## src/rtl/lcd_char_scanner.sv

```systemverilog
// lcd_char_scanner: scans 32 character positions, latches the returned ASCII
// bytes and drives an HD44780-compatible 8-bit write-only bus. It initialises
// the panel after reset, then refreshes both 16-character lines forever.
//
// Ports:
//   clk, rst        system clock; asynchronous active-low reset
//   en_tick         slow single-clk strobe; all sequencing advances only on it
//   char_in[7:0]    ASCII byte for the current index (registered at source)
//   index[4:0]      requested character position (0-15 line 1, 16-31 line 2)
//   lcd_e/rs/rw     LCD enable, register select (1 = data), read/write (tied 0)
//   lcd_data[7:0]   LCD data bus
//   frame_done      one-clk pulse when the write of character 31 completes
module lcd_char_scanner #(
  parameter int POWERUP_TICKS = 50,
  parameter int CLR_WAIT      = 2
) (
  input  logic       clk,
  input  logic       rst,
  input  logic       en_tick,
  input  logic [7:0] char_in,
  output logic [4:0] index,
  output logic       lcd_e,
  output logic       lcd_rs,
  output logic       lcd_rw,
  output logic [7:0] lcd_data,
  output logic       frame_done
);

  typedef enum logic [2:0] {
    PWR_WAIT,
    INIT,
    CLR_HOLD,
    ADDR1,
    LINE1,
    ADDR2,
    LINE2
  } state_t;

  // Every bus transfer is setup / enable-high / hold, one strobe each.
  typedef enum logic [1:0] {
    PH_SETUP,
    PH_PULSE,
    PH_HOLD
  } phase_t;

  localparam int                CNT_W    = 16;
  localparam logic [CNT_W-1:0] PWR_LAST = CNT_W'(POWERUP_TICKS - 1);
  localparam logic [CNT_W-1:0] CLR_LAST = CNT_W'(CLR_WAIT - 1);

  localparam logic [7:0] CMD_ADDR1 = 8'h80;
  localparam logic [7:0] CMD_ADDR2 = 8'hC0;

  state_t           r_state;
  phase_t           r_phase;
  logic [CNT_W-1:0] r_tick_cnt;
  logic [1:0]       r_init_ptr;
  logic [4:0]       r_index;
  logic             r_lcd_e;
  logic             r_lcd_rs;
  logic [7:0]       r_lcd_data;
  logic             r_frame_done;

  state_t           w_state_nxt;
  phase_t           w_phase_nxt;
  logic [CNT_W-1:0] w_tick_nxt;
  logic [1:0]       w_init_ptr_nxt;
  logic [4:0]       w_index_nxt;
  logic             w_lcd_e_nxt;
  logic             w_lcd_rs_nxt;
  logic [7:0]       w_lcd_data_nxt;
  logic             w_frame_done_nxt;

  // Content of the transfer the current state would put on the bus.
  logic             w_xfer;
  logic             w_xfer_rs;
  logic [7:0]       w_xfer_dat;

  always_comb begin
    w_xfer     = 1'b0;
    w_xfer_rs  = 1'b0;
    w_xfer_dat = 8'h00;
    case (r_state)
      INIT: begin
        w_xfer = 1'b1;
        case (r_init_ptr)
          2'd0:    w_xfer_dat = 8'h38;  // 8-bit bus, 2 lines, 5x8 font
          2'd1:    w_xfer_dat = 8'h0C;  // display on, cursor off
          2'd2:    w_xfer_dat = 8'h06;  // auto-increment, no shift
          default: w_xfer_dat = 8'h01;  // clear display
        endcase
      end
      ADDR1: begin
        w_xfer     = 1'b1;
        w_xfer_dat = CMD_ADDR1;
      end
      ADDR2: begin
        w_xfer     = 1'b1;
        w_xfer_dat = CMD_ADDR2;
      end
      LINE1, LINE2: begin
        w_xfer     = 1'b1;
        w_xfer_rs  = 1'b1;
        w_xfer_dat = char_in;
      end
      default: ;
    endcase
  end

  always_comb begin
    w_state_nxt      = r_state;
    w_phase_nxt      = r_phase;
    w_tick_nxt       = r_tick_cnt;
    w_init_ptr_nxt   = r_init_ptr;
    w_index_nxt      = r_index;
    w_lcd_e_nxt      = r_lcd_e;
    w_lcd_rs_nxt     = r_lcd_rs;
    w_lcd_data_nxt   = r_lcd_data;
    w_frame_done_nxt = 1'b0;

    if (en_tick) begin
      if (w_xfer) begin
        case (r_phase)
          PH_SETUP: begin
            // char_in is only ever sampled here; index has been stable since
            // the previous hold phase, so the source register has caught up.
            w_lcd_e_nxt    = 1'b0;
            w_lcd_rs_nxt   = w_xfer_rs;
            w_lcd_data_nxt = w_xfer_dat;
            w_phase_nxt    = PH_PULSE;
          end
          PH_PULSE: begin
            w_lcd_e_nxt = 1'b1;
            w_phase_nxt = PH_HOLD;
          end
          default: begin
            w_lcd_e_nxt = 1'b0;
            w_phase_nxt = PH_SETUP;
            case (r_state)
              INIT: begin
                if (r_init_ptr == 2'd3) begin
                  w_init_ptr_nxt = 2'd0;
                  w_state_nxt    = (CLR_WAIT == 0) ? ADDR1 : CLR_HOLD;
                end else begin
                  w_init_ptr_nxt = r_init_ptr + 2'd1;
                end
              end
              ADDR1: w_state_nxt = LINE1;
              ADDR2: w_state_nxt = LINE2;
              LINE1: begin
                w_index_nxt = r_index + 5'd1;
                if (r_index == 5'd15) w_state_nxt = ADDR2;
              end
              LINE2: begin
                // 31 + 1 wraps to 0 in 5 bits, ready for the next frame.
                w_index_nxt = r_index + 5'd1;
                if (r_index == 5'd31) begin
                  w_frame_done_nxt = 1'b1;
                  w_state_nxt      = ADDR1;
                end
              end
              default: ;
            endcase
          end
        endcase
      end else begin
        case (r_state)
          PWR_WAIT: begin
            if (r_tick_cnt == PWR_LAST) begin
              w_tick_nxt  = '0;
              w_state_nxt = INIT;
            end else begin
              w_tick_nxt = r_tick_cnt + CNT_W'(1);
            end
          end
          CLR_HOLD: begin
            if (r_tick_cnt == CLR_LAST) begin
              w_tick_nxt  = '0;
              w_state_nxt = ADDR1;
            end else begin
              w_tick_nxt = r_tick_cnt + CNT_W'(1);
            end
          end
          default: ;
        endcase
      end
    end
  end

  always_ff @(posedge clk or negedge rst) begin
    if (!rst) begin
      r_state      <= PWR_WAIT;
      r_phase      <= PH_SETUP;
      r_tick_cnt   <= '0;
      r_init_ptr   <= 2'd0;
      r_index      <= 5'd0;
      r_lcd_e      <= 1'b0;
      r_lcd_rs     <= 1'b0;
      r_lcd_data   <= 8'h00;
      r_frame_done <= 1'b0;
    end else begin
      r_state      <= w_state_nxt;
      r_phase      <= w_phase_nxt;
      r_tick_cnt   <= w_tick_nxt;
      r_init_ptr   <= w_init_ptr_nxt;
      r_index      <= w_index_nxt;
      r_lcd_e      <= w_lcd_e_nxt;
      r_lcd_rs     <= w_lcd_rs_nxt;
      r_lcd_data   <= w_lcd_data_nxt;
      r_frame_done <= w_frame_done_nxt;
    end
  end

  assign index      = r_index;
  assign lcd_e      = r_lcd_e;
  assign lcd_rs     = r_lcd_rs;
  assign lcd_rw     = 1'b0;
  assign lcd_data   = r_lcd_data;
  assign frame_done = r_frame_done;

endmodule

```

## config.mk

```make
export PLATFORM = sky130hd
export DESIGN_NAME = lcd_char_scanner
export DESIGN_NICKNAME = d
export VERILOG_FILES = /design/src/rtl/lcd_char_scanner.sv
export SDC_FILE = /design/constraint.sdc
export NUM_CORES = 1
export LEC_CHECK = 0
export CAP_MARGIN = 20
export CORE_ASPECT_RATIO = 1.4
export CORE_MARGIN = 5
export CORE_UTILIZATION = 49
export CTS_BUF_LIST = sky130_fd_sc_hd__clkbuf_16
export DETAILED_ROUTE_END_ITERATION = 12
export GPL_TIMING_DRIVEN = 0
export PLACE_DENSITY = 0.85
export SLEW_MARGIN = 30
export SYNTH_ARGS = -nofsm -noshare
export SYNTH_HDL_FRONTEND = slang
export SYNTH_SLANG_ARGS = --single-unit
```

## constraint.sdc

```tcl
create_clock -name clk -period 2.1 [get_ports clk]
set_input_delay 0.42 -clock clk [delete_from_list [all_inputs] [get_ports clk]]
set_output_delay 0.42 -clock clk [all_outputs]
set_load 0.02 [all_outputs]
```

Word-level counts from Yosys, hierarchy flattened:

Cells that the tools add are included.

* bits in registers: 39
* bits in latches: 0
* RAM bits: 0
* memory bits (read-only): 0
* input bits: 11
* output and inout bits: 17
* word-level logic and storage cells: 73
* memories: 0

* add/sub/neg operators: 3
* multiply operators: 0
* div/mod/pow operators: 0
* order comparisons: 0
* equal/unequal tests: 21
* shift-type cells: 0
* multiplexer cells: 24
* bitwise logic cells: 2
* reductions and logical operators: 14

Operators with widths (count)
* 16-bit two-way mux: 2
* 16-bit case mux with 2 select lines: 1
* 8-bit case mux with 4 select lines: 1
* 3-bit two-way mux: 7
* 6-bit case mux with 3 select lines: 1
* 16-bit by 1-bit adder with 16-bit output (second input constant): 1
* 16-bit by 1-bit equality test with 1-bit output (second input constant): 1
* 16-bit by 6-bit equality test with 1-bit output (second input constant): 1
* 3-bit inequality test (second input constant): 5
* 3-bit case mux with 5 select lines: 1
* 3-bit equality test (second input constant): 3
* 9-bit AND reduction: 1
* 1-bit two-way mux: 8
* 4-bit AND reduction: 2
* 3-bit by 2-bit equality test with 1-bit output (second input constant): 2
* 6-bit by 1-bit inequality test with 1-bit output (second input constant): 1
* 3-bit case mux with 2 select lines: 1
* 3-bit AND reduction: 2
* 5-bit by 1-bit adder with 5-bit output (second input constant): 1
* 5-bit by 4-bit equality test with 1-bit output (second input constant): 1
* 5-bit equality test (second input constant): 1
* 5-bit OR reduction: 1
* 2-bit by 1-bit equality test with 1-bit output (second input constant): 2
* 2-bit equality test (second input constant): 2
* 12 further kinds: 15

Depth between registers and ports, before layout:

* depth after elaboration: 6
* depth in mapped cells: 7
* mapped depth without buffers: 7

Worst setup path before layout:

No wires, ideal clock.

* kind: reg-to-reg
* from: reg r_index[0], in the netlist index[0]
* to: reg r_state[2]
* library setup time: 0.125 ns
* arrival time: 1.971 ns
* setup slack: 0.004 ns
* cell stages (with the launch flop): 8
* cells stage by stage: dfrtp_1 > ha_1 > and3_1 > ha_1 > or2_2 > o221a_2 > nand3_1 > mux2_2

* word-level cells in the longest chain between the ends: 3
* elaborated cells on any way between the ends: 5

Ends and longest elaborated chain
* start: declaration: line 57 `logic [4:0] r_index;`
* start signal: assignment: line 205 `r_index <= w_index_nxt;`
* 5-bit equality test / 5-bit by 4-bit equality test with 1-bit output (equally long branches): line 156, 151
* 3-bit inequality test (no line)
* 9-bit AND reduction (no line) (*)
* end signal: assignment: line 201 `r_state <= w_state_nxt;`
* end: declaration: line 53 `state_t r_state;`

Mark *: on every way between the ends. The rest lies on a longest branch, timed or not.
A chain may end at the register's enable or synchronous reset.

Worst setup path after layout:

Ends and elaborated chain as after synthesis.

==> reports/results.tsv <==
stage	metric	value	unit
outcome	status	complete, no violations	
floorplan	rows	27	
setup_path	worst-endpoint-required	2.26	ns
power_and_ir_drop	share_of_total_power_in_the_clock_network	46.3	%
floorplan	floorplan.die.width	64.5	um
final_layout	layout_cells_sized_above_1	13.0	%
yosys	synth_edf_count	0	
sta	timing.slew.headroom	61.2	%
grt	global_route.overflow_total	0	
sta	final_critical_path_setup_slack	0.0684	ns
yosys	synth.cells.most_frequent	sky130_fd_sc_hd__dfrtp_1, sky130_fd_sc_hd__nand2_1, sky130_fd_sc_hd__nor2_1, sky130_fd_sc_hd__xnor2_1, sky130_fd_sc_hd__ha_1	
power_and_ir_drop	seq_power_share	42.5	%
yosys	fraction_of_synthesis_flops_using_an_asynchronous_set_or_reset_pin	100	%
grt	grt_usage	17.3	%
power_and_ir_drop	internal_power_summed_over_all_cells	1.58	mW
final_layout	multi_input_area	1050	um2
yosys	netlist.top_cell.by_area	sky130_fd_sc_hd__dfrtp_1	
yosys	yosys.area.top_type_share	46.7	%
route	vias	1619	
clock_network	cts-root-to-sink-buffers	2	
yosys	postSynthNetCount	222	
yosys	synth_ff_type	sky130_fd_sc_hd__dfrtp_1	
yosys	cells_taking_the_most_area_after_synthesis	sky130_fd_sc_hd__dfrtp_1, sky130_fd_sc_hd__ha_1, sky130_fd_sc_hd__xnor2_1, sky130_fd_sc_hd__nand2_1, sky130_fd_sc_hd__a221o_1	
sta	final.min_clock_period	2.03	ns
floorplan	die-height	86.3	um
sta	finalSetupViolCount	0	
setup_path	worst_ep_arrival_time	2.19	ns
power_and_ir_drop	switchingPower	0.504	mW
placement	hpwlAfterDp	3020	um
sta	worstMarginPinSlew	0.580	ns
clock_network	cts.clk_slew.worst_paths	0.06	ns
clock_network	clock_sinks	38	
floorplan	floorplan.initialDensity	51.1	%
sta	grt_setup_unrepaired	no	
clock_network	cell_chosen_for_the_clock_root	sky130_fd_sc_hd__clkbuf_16	
setup_path	most_frequent_cell_on_critical_path	sky130_fd_sc_hd__ha_1	
floorplan	floorplan.die_area	5560	um2
grt	number_of_global_route_vias_before_repair	1764	
floorplan	fp.coreArea	3990	um2
power_and_ir_drop	power_density	800	nW/um2
route	drt_iter0_markers	38	
sta	timing.final.hold_violations	0	
yosys	ys_warn_count	0	
sta	achievable-frequency	492	MHz
yosys	synth-seq-area-share	46.7	%
clock_network	cts_tree	built	
clock_network	clk-insertion-delay-late	0.28	ns
placement	port-buffer-count	26	
final_layout	sequential_cell_area	951	um2
clock_network	hold_buffers	0	
yosys	syn_inst	201	
placement	gpl.final_weighted_congestion	0.799	
setup_path	crit_path_start_kind	flip-flop	
sta	whs	0.0404	ns
grt	grt_pass1_wl	7730	um
sta	drv_slew	0	
final_layout	design.final.nets	259	
route	detail_route.drc_violations	0	
final_layout	diodes	0	
run	max_cap_viol_count	0	
yosys	synth-seq-cells	38	
power_and_ir_drop	leakage_power	1.19	nW
sta	worst_clock_skew	0.00414	ns
setup_path	critical-path-max-stage-delay	0.38	ns
yosys	netlist_area	2040	um2
grt	grt_antenna_before_repair	0	
placement	preCtsSetupSlack	-0.417	ns
setup_path	worst-setup-path-type	reg -> reg	
final_layout	area_growth	28.1	%
sta	finalCritPeriodShare	96.7	%
clock_network	cts_h_tree_depth	2	
min_path	hold_class	in -> async	
floorplan	ioPinCount	28	
route	routed_wirelength	4250	um
route	route.detailed.vias_per_inst	5.74	
route	drtPass1Iterations	4	
route	routed_len_inst	15.1	um
setup_path	cp_cell_sequence	ha_1 -> and3_4 -> ha_1 -> or2_2 -> o221a_4 -> nand3_1 -> mux2_2	
power_and_ir_drop	ir_drop	0.589	mV
power_and_ir_drop	finalPower	2.09	mW
grt	grt_start_max_net_pins	26	
final_layout	filler_cell_count	325	
setup_path	crit_path_max_fanout	4	
power_and_ir_drop	combinationalPowerShare	11.2	%
yosys	synth_most_common_cell	sky130_fd_sc_hd__dfrtp_1	
route	drt.antenna.violating_nets	0	
yosys	synth_area_per_cell	10.1	um2
setup_path	critical_path.endpoint_type	flip-flop	
yosys	ys_types	46	
clock_network	cts_made_buffers	5	
setup_path	critical_path.slowest_cell	sky130_fd_sc_hd__dfrtp_1	
power_and_ir_drop	sw_frac_of_total	24.2	%
## worst paths after layout
path	startpoint	endpoint	slack [ns]	cells past startpoint
min in group clk	lcd_rs	lcd_rs	0.48	1
worst max-delay path	index[0]	r_state[2]	0.07	7
max in group asynchronous	rst	lcd_data[1]	1.61	2
worst min register to register	lcd_rs	lcd_rs	0.48	1
worst min-delay path	rst	r_tick_cnt[15]	0.04	1
worst max register to register	index[0]	r_state[2]	0.07	7
## registers in the layout, indices dropped and copies added (netlist names)
register and cells:
r_tick_cnt 16, index 5, r_init_ptr 2, r_state 3, lcd_rs 1, lcd_data 8
frame_done 1, r_phase 1, lcd_e 1
## kinds of logic (layout without fill, tap and decap cells)
kind of cell    count (synthesis)  after routing  share of synthesized area (%)
simple gates                   85             85                           23.7
flops                          38             38                           46.7
compound gates                 32             32                           10.9
xor+xnor                       17             17                           7.68
buf+inv                        15             53                           3.07
fa+ha+maj                      10             10                           6.14
mux                             3              3                           1.60
other cells                     1              1                          0.184
## layout make-up
class	instances	share of cell area (%)
multi-input cells	148	40.4
flip-flops and latches	38	36.4
repair buffers	30	11.5
clock buffers	5	4.79
clock inverters	3	2.44
well taps	43	2.06
inverters	9	1.29
plain buffers	6	1.10
## what timing repair did
item | 4_1_cts | 5_1_grt
setup endpoints to repair | 9 | 13
resized for setup | 1 | 6
endpoints found under the hold margin | 0 | 0
pin swaps | 0 | 0
setup buffers | 2 | 1
## through the flow
stage | setup TNS [ns] | utilization [%] | std cells | cell area, um2
detailed placement | -3.67 | 59.4 | 271 | 2370
finish | 0 | 65.5 | 282 | 2610
floorplan | 0 | - | 201 | 2040
global route | 0 | 65.5 | 282 | 2610
CTS | 0 | 64.6 | 281 | 2570
global placement | -14.33 | 59.0 | 270 | 2350
## routing by layer
metal / wire [um] / part of all wire, % / track usage, % / vias to the layer above
li1: - / - / - / 791
met1: 1730 / 41 / 18.9 / 785
met2: 2260 / 53 / 32.0 / 35
met3: 200 / 4.7 / 4.93 / 8
met4: 61 / 1.4 / 5.19 / 0
met5: 0 / 0 / 0 / -
## critical path: cells and delay by family, from the launching register on
family          cells  cell delay (ns)
mux                 1             0.34
compound gates      1             0.28
flops               1             0.38
simple gates        3             0.54
fa+ha+maj           2             0.38
## placed cells by master (no fill, tap or decap), types with 4 or more instances in the layout
cell and count:
sky130_fd_sc_hd__buf_4 4, sky130_fd_sc_hd__nand2_1 22, sky130_fd_sc_hd__a221o_1 6, sky130_fd_sc_hd__inv_1 9, sky130_fd_sc_hd__clkbuf_16 5, sky130_fd_sc_hd__nor2_1 16
sky130_fd_sc_hd__nand3_1 7, sky130_fd_sc_hd__dfrtp_1 38, sky130_fd_sc_hd__xnor2_1 12, sky130_fd_sc_hd__o21ai_0 8, sky130_fd_sc_hd__and3_1 5, sky130_fd_sc_hd__nor2b_1 4
sky130_fd_sc_hd__clkdlybuf4s50_1 24, sky130_fd_sc_hd__ha_1 10, sky130_fd_sc_hd__a21oi_1 5, sky130_fd_sc_hd__xor2_1 4, sky130_fd_sc_hd__nand4_1 6
## power by group through the flow
stage          Clock (mW)  Combinational, mW  Sequential, mW
3_3_place_gp            0              0.213           0.894
5_1_grt              1.01              0.273           0.903
3_5_place_dp            0              0.226           0.896
6_report            0.967              0.235           0.886
4_1_cts             0.974              0.232           0.885
2_1_floorplan           0              0.156           0.875
Power figures use the tool's default switching activity.
